`config.mk`:
```
export PLATFORM = sky130hd
export DESIGN_NAME = seq_divider
export DESIGN_NICKNAME = d
export VERILOG_FILES = /design/src/rtl/seq_divider_pkg.sv /design/src/rtl/seq_divider_div_step.sv /design/src/rtl/seq_divider.sv
export SDC_FILE = /design/constraint.sdc
export NUM_CORES = 1
export LEC_CHECK = 0
export BUFFER_PORTS_ARGS = -buffer_cell sky130_fd_sc_hd__buf_2
export CAP_MARGIN = 10
export CORE_MARGIN = 2
export CORE_UTILIZATION = 59
export DETAILED_ROUTE_END_ITERATION = 10
export PLACE_DENSITY_LB_ADDON = 0.12
export REMOVE_ABC_BUFFERS = 1
export SYNTH_ARGS = -nofsm -noshare
export SYNTH_HDL_FRONTEND = slang
export SYNTH_SLANG_ARGS = --single-unit
```
`constraint.sdc`:
```
create_clock -name i_ck -period 4.6 [get_ports i_ck]
set_clock_uncertainty 0.2 [all_clocks]
set_input_delay 0.46 -clock i_ck [delete_from_list [all_inputs] [get_ports i_ck]]
set_output_delay 0.46 -clock i_ck [all_outputs]
set_load 0.005 [all_outputs]
```
`src/rtl/seq_divider_pkg.sv`:
```
// Shared definitions for the sequential divider: default widths (matching the
// 4x4->8 multiplier it inverts) and the controller state encoding.
package seq_divider_pkg;

    localparam int DEF_N_W = 8;
    localparam int DEF_D_W = 4;

    typedef enum logic [1:0] {
        S_IDLE = 2'd0,
        S_RUN  = 2'd1,
        S_DONE = 2'd2
    } state_t;

endpackage

```
`src/rtl/seq_divider_div_step.sv`:
```
// One restoring-division step: shift the next dividend bit into the partial
// remainder and subtract the divisor when it fits.
module div_step #(
    parameter int D_W = 4
) (
    input  logic [D_W-1:0] i_r,
    input  logic           i_bit,
    input  logic [D_W-1:0] i_divisor,
    output logic [D_W-1:0] o_r,
    output logic           o_q
);

    // One bit wider than the remainder so the shifted value cannot overflow.
    logic [D_W:0] w_trial;
    logic [D_W:0] w_div_ext;

    assign w_trial   = {i_r, i_bit};
    assign w_div_ext = {1'b0, i_divisor};
    assign o_q       = (w_trial >= w_div_ext);
    assign o_r       = o_q ? D_W'(w_trial - w_div_ext) : w_trial[D_W-1:0];

endmodule

```
`src/rtl/seq_divider.sv`:
```
// Iterative restoring unsigned divider, one quotient bit per clock, with a
// start/ready/valid handshake and a single-cycle divide-by-zero path.
module seq_divider
    import seq_divider_pkg::*;
#(
    parameter int N_W = DEF_N_W,
    parameter int D_W = DEF_D_W
) (
    input  logic           i_ck,
    input  logic           i_rst_n,
    input  logic           i_start,
    input  logic [N_W-1:0] i_dividend,
    input  logic [D_W-1:0] i_divisor,
    output logic           o_ready,
    output logic           o_valid,
    output logic [N_W-1:0] o_quotient,
    output logic [D_W-1:0] o_remainder,
    output logic           o_div_by_zero
);

    localparam int CNT_W = $clog2(N_W);

    state_t           r_state;
    state_t           w_state_next;
    logic [CNT_W-1:0] r_cnt;
    logic [N_W-1:0]   r_shift;
    logic [D_W-1:0]   r_rem;
    logic [D_W-1:0]   r_divisor;
    logic [N_W-1:0]   r_quotient;
    logic [D_W-1:0]   r_remainder;
    logic             r_dbz;

    logic             w_ready;
    logic             w_valid;
    logic             w_accept;
    logic             w_zero_div;
    logic [D_W-1:0]   w_rem_next;
    logic             w_qbit;
    logic [N_W-1:0]   w_shift_next;

    assign w_accept     = i_start & w_ready;
    assign w_zero_div   = (i_divisor == '0);
    assign w_shift_next = {r_shift[N_W-2:0], w_qbit};

    div_step #(.D_W(D_W)) u_step (
        .i_r       (r_rem),
        .i_bit     (r_shift[N_W-1]),
        .i_divisor (r_divisor),
        .o_r       (w_rem_next),
        .o_q       (w_qbit)
    );

    always_ff @(posedge i_ck or negedge i_rst_n) begin
        if (!i_rst_n) r_state <= S_IDLE;
        else          r_state <= w_state_next;
    end

    always_comb begin
        w_state_next = r_state;
        case (r_state)
            S_IDLE, S_DONE: begin
                if (i_start)               w_state_next = w_zero_div ? S_DONE : S_RUN;
                else if (r_state == S_DONE) w_state_next = S_IDLE;
            end
            S_RUN:   if (r_cnt == '0) w_state_next = S_DONE;
            default: w_state_next = S_IDLE;
        endcase
    end

    always_comb begin
        w_ready = 1'b0;
        w_valid = 1'b0;
        case (r_state)
            S_IDLE:  w_ready = 1'b1;
            S_DONE:  begin w_ready = 1'b1; w_valid = 1'b1; end
            default: ;
        endcase
    end

    // r_shift holds the unconsumed dividend bits on the left and the
    // quotient bits produced so far on the right.
    always_ff @(posedge i_ck or negedge i_rst_n) begin
        if (!i_rst_n) begin
            r_cnt       <= '0;
            r_shift     <= '0;
            r_rem       <= '0;
            r_divisor   <= '0;
            r_quotient  <= '0;
            r_remainder <= '0;
            r_dbz       <= 1'b0;
        end else if (w_accept) begin
            if (w_zero_div) begin
                r_quotient  <= '1;
                r_remainder <= '0;
                r_dbz       <= 1'b1;
            end else begin
                r_shift   <= i_dividend;
                r_divisor <= i_divisor;
                r_rem     <= '0;
                r_cnt     <= CNT_W'(N_W - 1);
                r_dbz     <= 1'b0;
            end
        end else if (r_state == S_RUN) begin
            r_shift <= w_shift_next;
            r_rem   <= w_rem_next;
            r_cnt   <= r_cnt - 1'b1;
            if (r_cnt == '0) begin
                r_quotient  <= w_shift_next;
                r_remainder <= w_rem_next;
            end
        end
    end

    assign o_ready       = w_ready;
    assign o_valid       = w_valid;
    assign o_quotient    = r_quotient;
    assign o_remainder   = r_remainder;
    assign o_div_by_zero = r_dbz;

endmodule
```
==> flow_metrics.py, run 1 <==
metrics = {
    "route": {
        "wl_um": 3381,
        "ant_nets": 0,
        "routedWlPerCell_um": 15.51,
        "dr.pass1.iters": 4,
        "dr_total_vias": 1328,
        "drc_errors": 0,
        "vias_per_cell": 6.092,
        "drtIter0Drc": 49,
    },
    "placement": {
        "port_buffers": 29,
        "place.gp.congestion": 0.8250,
        "dp_cells": 209,
        "dpl.hpwl_um": 2432,
        "post_dp_cell_area_um2": 1823,
    },
    "power_and_ir_drop": {
        "p_sw_uw": 576.3,
        "p_total_mw": 1.426,
        "seqPwrFrac": 0.382,
        "intPower_uw": 849.3,
        "switching_share": 0.4042,
        "power.leakage_nw": 0.8814,
        "irDropWorstVdd_v": 0.0005724,
        "p_per_area_nw_per_um2": 751.6,
        "p_comb_frac": 0.493,
        "clock_power_share": 0.125,
    },
    "final_layout": {
        "final_net_count": 208,
        "finish.instance_area_um2": 1897,
        "synthToLayoutAreaGrowth_pct": 14.07,
        "final_core_util": 0.6999,
        "n_antenna_cell": 0,
        "final_layout_size_suffix_gt1_frac": 0.2727,
        "stdcell_count": 218,
        "fillers": 215,
    },
    "logic_synthesis": {
        "yosys_warnings": 0,
        "async_reset_ff_frac": 1.000,
        "avgSynthCellArea_um2": 10.80,
        "synth_top_area_frac": 0.5117,
        "synth_edf_count": 0,
        "syn_area_um2": 1663,
        "yosys.cell_count.top_type": "dfrtp_1",
        "yosys_most_used_dff": "dfrtp_1",
        "synthCells": 154,
        "yosys.area.top_type": "dfrtp_1",
        "synthTopCellsByArea": "dfrtp_1, ha_1, nand2_1",
        "yosys.cell_types.count": 39,
        "seq_area_frac_synth": 0.5117,
        "ys_top_cells_by_count": "dfrtp_1, nand2_1, inv_1, nor2_1",
        "ys_ff_latch": 34,
    },
    "sta": {
        "rsz0062_at_grt": "false",
        "fmax_mhz": 473.1,
        "fin_crit_sh": 0.4595,
        "fin_setup_tns_ns": 0,
        "finalHoldViolCount": 0,
        "finalSetupViolations": 0,
        "tightestPinTransition_ns": 0.7386,
        "fin_crit_ns": 2.114,
        "slew_viol_final": 0,
        "slew_headroom": 0.5076,
    },
    "clocking": {
        "numCtsBuffers": 5,
        "cts_buffer_depth": 2,
        "cts_num_sinks": 34,
        "cts_resized": 0,
        "cts_htree_levels": 2,
        "cts_tree": "done",
        "clkTransAtPathRegs_ns": 0.11,
        "cts-root-buf": "clkbuf_4",
        "postCtsSetupBuffers": 0,
        "holdBufCountCts": 1,
        "clock_latency_ns": 0.34,
    },
    "grt": {
        "grt_overflow": 0,
        "track_usage": 0.2290,
        "antenna_found_initial": 0,
        "gr-usage-met2": 0.3695,
        "grt_first_pass_wirelength_um": 5658,
        "grt_util_met1": 0.2927,
        "grt_busiest_layer": "met2",
        "grt_pass1_vias": 1257,
        "grt_max_degree": 35,
        "gr-usage-met3": 0.07029,
    },
    "min_path": {
        "holdCritPathClass": "in -> reg",
    },
    "die": {
        "core_area_um2": 2710,
        "rows": 19,
        "io_pins": 30,
        "die_h_um": 57.09,
        "initial_core_util": 0.6136,
        "die-area_um2": 3259,
        "die_x_um": 57.09,
    },
    "status": {
        "outcome": "complete, no violations",
    },
    "worst_setup_path": {
        "crit_type": "reg -> reg",
        "path_max_fanout": 10,
        "cp.required_ns": 4.64,
        "cp-start-kind": "register",
        "crit_path_end_kind": "register",
        "arrival_ns": 2.16,
    },
    "run": {
        "drv_cap": 0,
    },
}
## final cells by class
class / instances / area [um2] / share of cell area
clock buffer: 6 / 51.30 / 0.02704
clock inverter: 2 / 12.51 / 0.006596
inverter: 11 / 41.29 / 0.02177
multi-input combinational: 103 / 739.5 / 0.3898
sequential: 34 / 850.8 / 0.4485
tap: 31 / 38.79 / 0.02045
timing repair buffer: 31 / 162.7 / 0.08575
## cell families (layout without fill, tap and decap cells)
group,after synthesis,count (layout),share of synthesized area
compound gates,46,46,0.2227
fa+ha+maj,7,7,0.05719
buf+inv,17,50,0.04364
flops,34,34,0.5117
simple gates,49,49,0.1595
xor+xnor,1,1,0.005268
## per-stage QoR
| stage | hold slack [ns] | setup WS (ns) |
|---|---|---|
| 6_report | 0.1510 | 2.486 |
| 5_1_grt | 0.1522 | 2.397 |
| 4_1_cts | 0.1483 | 2.491 |
| 3_5_place_dp | 0.2662 | 2.506 |
| 3_3_place_gp | 0.2566 | 2.554 |
| 2_1_floorplan | -0.03559 | 2.516 |
## worst max-delay path, cell delays in order (launching register included)
cell and delay, ns:
dfrtp_1 0.41, inv_1 0.06, ha_1 0.29, nor2b_4 0.14, o31a_4 0.32, or3_1 0.34
a32o_1 0.26
## routing by layer
| layer | vias up | share of wire |
|---|---|---|
| met5 | - | 0 |
| met4 | 0 | 0.024 |
| met3 | 10 | 0.052 |
| met2 | 40 | 0.48 |
| met1 | 661 | 0.44 |
| li1 | 617 | - |
## power groups by stage
stage	sequential, mW	combinational, mW	clock, mW
final	0.545	0.702	0.179
after global routing	0.562	0.786	0.193
after CTS	0.544	0.710	0.181
after detailed placement	0.551	0.705	0
after global placement	0.542	0.671	0
after floorplan	0.534	0.508	0
## path summary, 6_finish.rpt
check | depth (start not counted) | endpoint | startpoint | slack (ns)
max in group asynchronous | 2 | r_cnt[1] | i_rst_n | 3.21
max | 6 | r_rem[1] | r_divisor[1] | 2.49
max reg2reg | 6 | r_rem[1] | r_divisor[1] | 2.49
min reg2reg | 1 | r_cnt[0] | r_cnt[0] | 0.28
min in group asynchronous | 2 | r_state[1] | i_rst_n | 0.51
min | 3 | r_shift[4] | i_dividend[4] | 0.15
## layout by cell type, fill, tap and decap left out, types with 2 or more instances in the layout
master,count
a31oi_1,7
or3_1,4
a21oi_1,3
nand2_1,20
dfrtp_1,34
o31ai_1,2
nor2b_1,2
clkbuf_4,5
and2_1,3
a22o_1,4
o21a_1,3
inv_1,10
buf_2,29
a32o_1,3
a31o_2,3
o22a_1,7
o21ai_0,7
ha_1,6
nor3_1,2
nor2_1,10
## sequential cells by signal, indices dropped and copies added, names as in the netlist
| name | flops |
|---|---|
| o_div_by_zero | 1 |
| o_quotient | 8 |
| o_remainder | 4 |
| r_cnt | 3 |
| r_divisor | 4 |
| r_rem | 4 |
| r_shift | 8 |
| r_state | 2 |
(Power assumes the default switching activity.)
==> run 2: changes to the inputs <==
Settings changed: CORE_UTILIZATION 59 to 54.
Clock period 4.6 ns to 2.2 ns, I/O delays scaled along.
==> run 2 against run 1 <==
Against the previous run: worst setup slack worse by 2.4 ns; sequential share of layout area is 3.0 points lower; global-route usage is 0.64 points lower; cell area is 7.1% higher; first-iteration DRC count is 45% lower; cell count is 7.3% higher; critical path type unchanged; critical endpoint is now r_rem[0]; largest cell class unchanged.
==> flow_metrics.py, run 2 (same netlist as run 1, synthesis figures left out) <==
metrics = {
    "sta": {
        "finalHoldViolCount": 0,
        "rsz0062_at_grt": "false",
        "fin_crit_sh": 0.9652,
        "finalSetupViolations": 0,
        "fmax_mhz": 470.9,
        "tightestPinTransition_ns": 0.7430,
        "slew_headroom": 0.5047,
        "fin_crit_ns": 2.124,
        "slew_viol_final": 0,
        "fin_setup_tns_ns": 0,
        "fin_ws_ns": 0.07650,
    },
    "route": {
        "drtIter0Drc": 27,
        "routedWlPerCell_um": 14.56,
        "dr_total_vias": 1310,
        "vias_per_cell": 5.598,
        "dr.pass1.iters": 4,
        "wl_um": 3407,
        "ant_nets": 0,
        "drc_errors": 0,
    },
    "die": {
        "die_h_um": 59.49,
        "core_area_um2": 2978,
        "io_pins": 30,
        "initial_core_util": 0.5584,
        "die-area_um2": 3539,
        "die_x_um": 59.49,
        "rows": 20,
    },
    "clocking": {
        "clkTransAtPathRegs_ns": 0.11,
        "numCtsBuffers": 5,
        "cts_buffer_depth": 2,
        "clock_latency_ns": 0.33,
        "cts-root-buf": "clkbuf_4",
        "cts_htree_levels": 2,
        "postCtsSetupBuffers": 0,
        "cts_tree": "done",
        "cts_num_sinks": 34,
    },
    "power_and_ir_drop": {
        "p_total_mw": 2.995,
        "p_per_area_nw_per_um2": 1474,
        "power.leakage_nw": 0.9415,
        "irDropWorstVdd_v": 0.0007778,
    },
    "worst_setup_path": {
        "cp-start-kind": "register",
        "cp.required_ns": 2.23,
        "cp-endpoint": "r_rem[0]",
        "path_max_fanout": 10,
        "ff2ff_path_depth": 6,
        "crit_path_end_kind": "register",
        "crit_path_start": "r_divisor[1]",
        "crit_type": "reg -> reg",
        "rr_startpoint": "r_divisor[1]",
        "arrival_ns": 2.15,
        "ff2ff_setup_slack_ns": 0.08,
        "r2r-end": "r_rem[0]",
    },
    "status": {
        "outcome": "complete, no violations",
    },
    "grt": {
        "track_usage": 0.2226,
        "grt_first_pass_wirelength_um": 5699,
        "grt_pass1_vias": 1267,
        "grt_overflow": 0,
        "grt_max_degree": 35,
        "antenna_found_initial": 0,
    },
    "placement": {
        "post_dp_cell_area_um2": 1848,
        "port_buffers": 29,
        "dpl.hpwl_um": 2426,
        "pre_cts_slack_ns": 0.08143,
        "place.gp.congestion": 0.8216,
    },
    "final_layout": {
        "fillers": 228,
        "finish.instance_area_um2": 2032,
        "final_cell_mix": "dfrtp_1, buf_2, nand2_1",
        "n_antenna_cell": 0,
        "final_net_count": 222,
        "synthToLayoutAreaGrowth_pct": 22.20,
        "final_common_cell": "dfrtp_1",
        "final_layout_size_suffix_gt1_frac": 0.2687,
    },
    "run": {
        "drv_cap": 0,
    },
    "min_path": {
        "worstHoldStart": "i_dividend[0]",
        "min_path_cells": 3,
        "holdCritPathClass": "in -> reg",
    },
}
==> run 2: cell count changes in the layout (fill, tap and decap cells not counted) <==
cell,before,now
dlygate4sd3_1,1,12
buf_4,1,4
==> run 2: worst min path at each step <==
| stage | slack [ns] | to |
|---|---|---|
| floorplan | -0.28 | o_div_by_zero |
| global placement | 0.12 | r_state[0] |
| detailed placement | 0.14 | o_div_by_zero |
| CTS | 0.03 | r_shift[0] |
| global route | 0.07 | r_shift[0] |
| finish | 0.03 | r_shift[0] |
==> run 2: final cells by class <==
| type | instances | area [um2] | share of cell area |
|---|---|---|---|
| clock inverter | 2 | 12.51 | 0.006158 |
| clock buffer | 6 | 51.30 | 0.02525 |
| inverter | 11 | 41.29 | 0.02032 |
| sequential | 34 | 850.8 | 0.4187 |
| timing repair buffer | 45 | 295.3 | 0.1453 |
| tap | 33 | 41.29 | 0.02032 |
| multi-input combinational | 103 | 739.5 | 0.3639 |
==> run 2: per-stage QoR <==
stage | cells | utilization | hold WS (ns)
final | 234 | 0.6824 | 0.03240
after global routing | 234 | 0.6824 | 0.07085
after CTS | 234 | 0.6824 | 0.02881
after detailed placement | 214 | 0.6206 | 0.1378
after global placement | 214 | 0.6206 | 0.1223
after floorplan | 148 | - | -0.2756
==> run 2: worst max-delay path, stage by stage (launching register included) <==
cell,delay [ns]
dfrtp_1,0.40
inv_1,0.06
ha_1,0.29
nor2b_4,0.14
o31a_4,0.32
or3_1,0.35
a32o_1,0.26
==> run 2: routing by layer <==
layer | part of all wire | wire length, um | global-route usage
met1 | 0.45 | 1540 | 0.2705
met2 | 0.49 | 1670 | 0.3736
met3 | 0.053 | 182 | 0.07642
met4 | 0.0041 | 14 | 0.06667
met5 | 0 | 0 | 0
==> run 2: timing repair <==
action / 4_1_cts / 5_1_grt
hold endpoints to repair: 45 / 0
hold buffers: 12 / 0
setup endpoints to repair: 0 / 0
resized for setup: 0 / 0
==> run 2: power by group <==
part           internal (mW)  switching [mW]  total (mW)  leakage, nW
logic                  0.724           0.774        1.50        0.513
clock network          0.154           0.214       0.368       0.0343
registers              0.931           0.198        1.13        0.394
==> run 3: changes to the inputs <==
Settings changed: ABC_AREA set to 1, CORE_UTILIZATION 54 to 55.
==> run 3 against run 2 <==
Against the previous run: synthesized area up 1.7%; critical path type unchanged; power increased by 1.7%; global-route usage is 2.3 points higher; largest power group unchanged; critical endpoint is now r_rem[2].
==> flow_metrics.py, run 3 <==
metrics = {
    "logic_synthesis": {
        "synth_edf_count": 0,
        "yosys.cell_types.count": 32,
        "synthMuxAreaShare": 0,
        "synth_fa_ha_area_frac": 0.05621,
        "yosys.cell_count.top_type": "nand2_1",
        "synthTopCellsByArea": "dfrtp_1, nand2_1, nor2_1",
        "yosys.area.top_type": "dfrtp_1",
        "ys_ff_latch": 34,
        "synth-xor-area-share": 0.005178,
        "syn_area_um2": 1692,
        "synth_simple_gate_area_share": 0.2433,
        "yosys_most_used_dff": "dfrtp_1",
        "synthCells": 192,
        "yosys_warnings": 0,
        "ys_top_cells_by_count": "nand2_1, dfrtp_1, nor2_1",
        "seq_area_frac_synth": 0.5030,
        "avgSynthCellArea_um2": 8.811,
        "synth_top_family_by_area": "simple AND/OR/NAND/NOR gates",
        "synth_top_area_frac": 0.5030,
        "synth_compound_area_frac": 0.1176,
        "async_reset_ff_frac": 1.000,
    },
    "die": {
        "rows": 20,
        "die_h_um": 59.46,
        "initial_core_util": 0.5681,
        "io_pins": 30,
        "core_area_um2": 2978,
        "die_x_um": 59.46,
        "die-area_um2": 3535,
    },
    "route": {
        "drc_errors": 0,
        "routedWlPerCell_um": 13.52,
        "ant_nets": 0,
        "dr.pass1.iters": 5,
        "wl_um": 3582,
        "drtIter0Drc": 85,
        "vias_per_cell": 5.385,
        "dr_total_vias": 1427,
    },
    "clocking": {
        "cts_htree_levels": 2,
        "clkTransAtPathRegs_ns": 0.11,
        "numCtsBuffers": 5,
        "cts-root-buf": "clkbuf_4",
        "cts_resized": 0,
        "cts_num_sinks": 34,
        "cts_tree": "done",
        "cts_buffer_depth": 2,
        "clock_latency_ns": 0.35,
    },
    "sta": {
        "finalSetupViolations": 0,
        "rsz0062_at_grt": "false",
        "slew_headroom": 0.5034,
        "slew_viol_final": 0,
        "tightestPinTransition_ns": 0.7449,
        "fmax_mhz": 508.8,
        "fin_setup_tns_ns": 0,
        "fin_crit_sh": 0.8933,
        "fin_crit_ns": 1.965,
        "finalHoldViolCount": 0,
    },
    "worst_setup_path": {
        "ff2ff_setup_slack_ns": 0.23,
        "cp.required_ns": 2.25,
        "crit_type": "reg -> reg",
        "rr_startpoint": "r_rem[1]",
        "crit_path_start": "r_rem[1]",
        "crit_path_end_kind": "register",
        "path_max_fanout": 6,
        "arrival_ns": 2.02,
        "cp-start-kind": "register",
    },
    "final_layout": {
        "finish.instance_area_um2": 1992,
        "n_antenna_cell": 0,
        "synthToLayoutAreaGrowth_pct": 17.75,
        "final_common_cell": "nand2_1",
        "final_net_count": 253,
        "fillers": 256,
        "final_layout_size_suffix_gt1_frac": 0.2414,
        "final_core_util": 0.6689,
        "final_cell_mix": "nand2_1, dfrtp_1, buf_2",
    },
    "grt": {
        "grt_max_degree": 35,
        "grt_first_pass_wirelength_um": 6354,
        "antenna_found_initial": 0,
        "track_usage": 0.2453,
        "grt_overflow": 0,
        "grt_pass1_vias": 1461,
    },
    "run": {
        "drv_cap": 0,
    },
    "status": {
        "outcome": "complete, no violations",
    },
    "min_path": {
        "worstHoldStart": "i_dividend[0]",
        "holdCritPathClass": "in -> reg",
    },
    "placement": {
        "dpl.hpwl_um": 2436,
        "post_dp_cell_area_um2": 1848,
        "port_buffers": 29,
        "place.gp.congestion": 0.8492,
    },
    "power_and_ir_drop": {
        "p_per_area_nw_per_um2": 1529,
        "power.leakage_nw": 1.047,
        "irDropWorstVdd_v": 0.0008083,
    },
}
==> run 3: cell types whose count changed in the layout (fill, tap and decap cells not counted), moves of 5 or more <==
cell	change
nand3_1	+10
nor2_1	+11
a31oi_1	-6
nand2_1	+23
o22a_1	-7
o21ai_0	+6
inv_1	+8
nand4_1	+5
==> run 3: critical path: stages (launching register included) <==
cell,delay (ns)
dfrtp_1,0.41
ha_1,0.35
a21oi_1,0.23
nand2_1,0.08
nand2_1,0.17
nand2_1,0.14
nand2_1,0.08
nand2_1,0.07
nand2_1,0.07
nand2_1,0.06
==> run 3: logic make-up (layout without fill, tap and decap cells) <==
group	count (synthesis)	count (layout)
AND/OR/NAND/NOR	91	91
buffers and inverters	28	68
XOR/XNOR	1	1
adder cells (fa/ha/maj)	7	7
AO/OA/AOI/OAI	31	31
flip-flops	34	34
==> run 3: layout make-up <==
cell class	instances	area, um2	share of cell area
clock inverters	2	12.51	0.006281
well taps	33	41.29	0.02073
inverters	21	81.33	0.04083
multi-input cells	130	714.4	0.3587
clock buffers	6	51.30	0.02575
flip-flops and latches	34	850.8	0.4271
repair buffers	39	240.2	0.1206
==> run 3: final timing paths <==
check / endpoint / depth (start not counted)
min in group asynchronous: r_shift[1] / 2
min: r_shift[0] / 3
max: r_rem[2] / 9
max in group asynchronous: r_divisor[2] / 2
min reg2reg: o_remainder[0] / 2
max reg2reg: r_rem[2] / 9
==> run 3: what timing repair did <==
item | CTS | global route
buffers inserted | 0 | 0
hold endpoints to repair | 41 | 0
hold buffers | 8 | 0
==> run 3: stage by stage <==
stage	worst slack, ns	cells	hold WS (ns)	total power [mW]
6_report	0.2348	265	0.01262	3.046
2_1_floorplan	0.4153	185	-0.2756	2.201
3_5_place_dp	0.2737	249	0.1309	2.673
4_1_cts	0.2633	265	0.009738	3.059
3_3_place_gp	0.4173	249	0.1196	2.576
5_1_grt	0.1275	265	0.02013	3.346
==> run 3: where the power goes <==
part           internal (mW)  switching, mW
Sequential             0.929          0.150
Clock                  0.153          0.219
Combinational          0.610          0.985
==> run 3: per-layer routing <==
layer  up-vias  global-route usage  routed length (um)
met3         9             0.06769                 197
met5         -                   0                   0
met1       672              0.3044                1570
met2        46              0.4003                1728
met4         0              0.1039                  85
li1        700                   -                   -
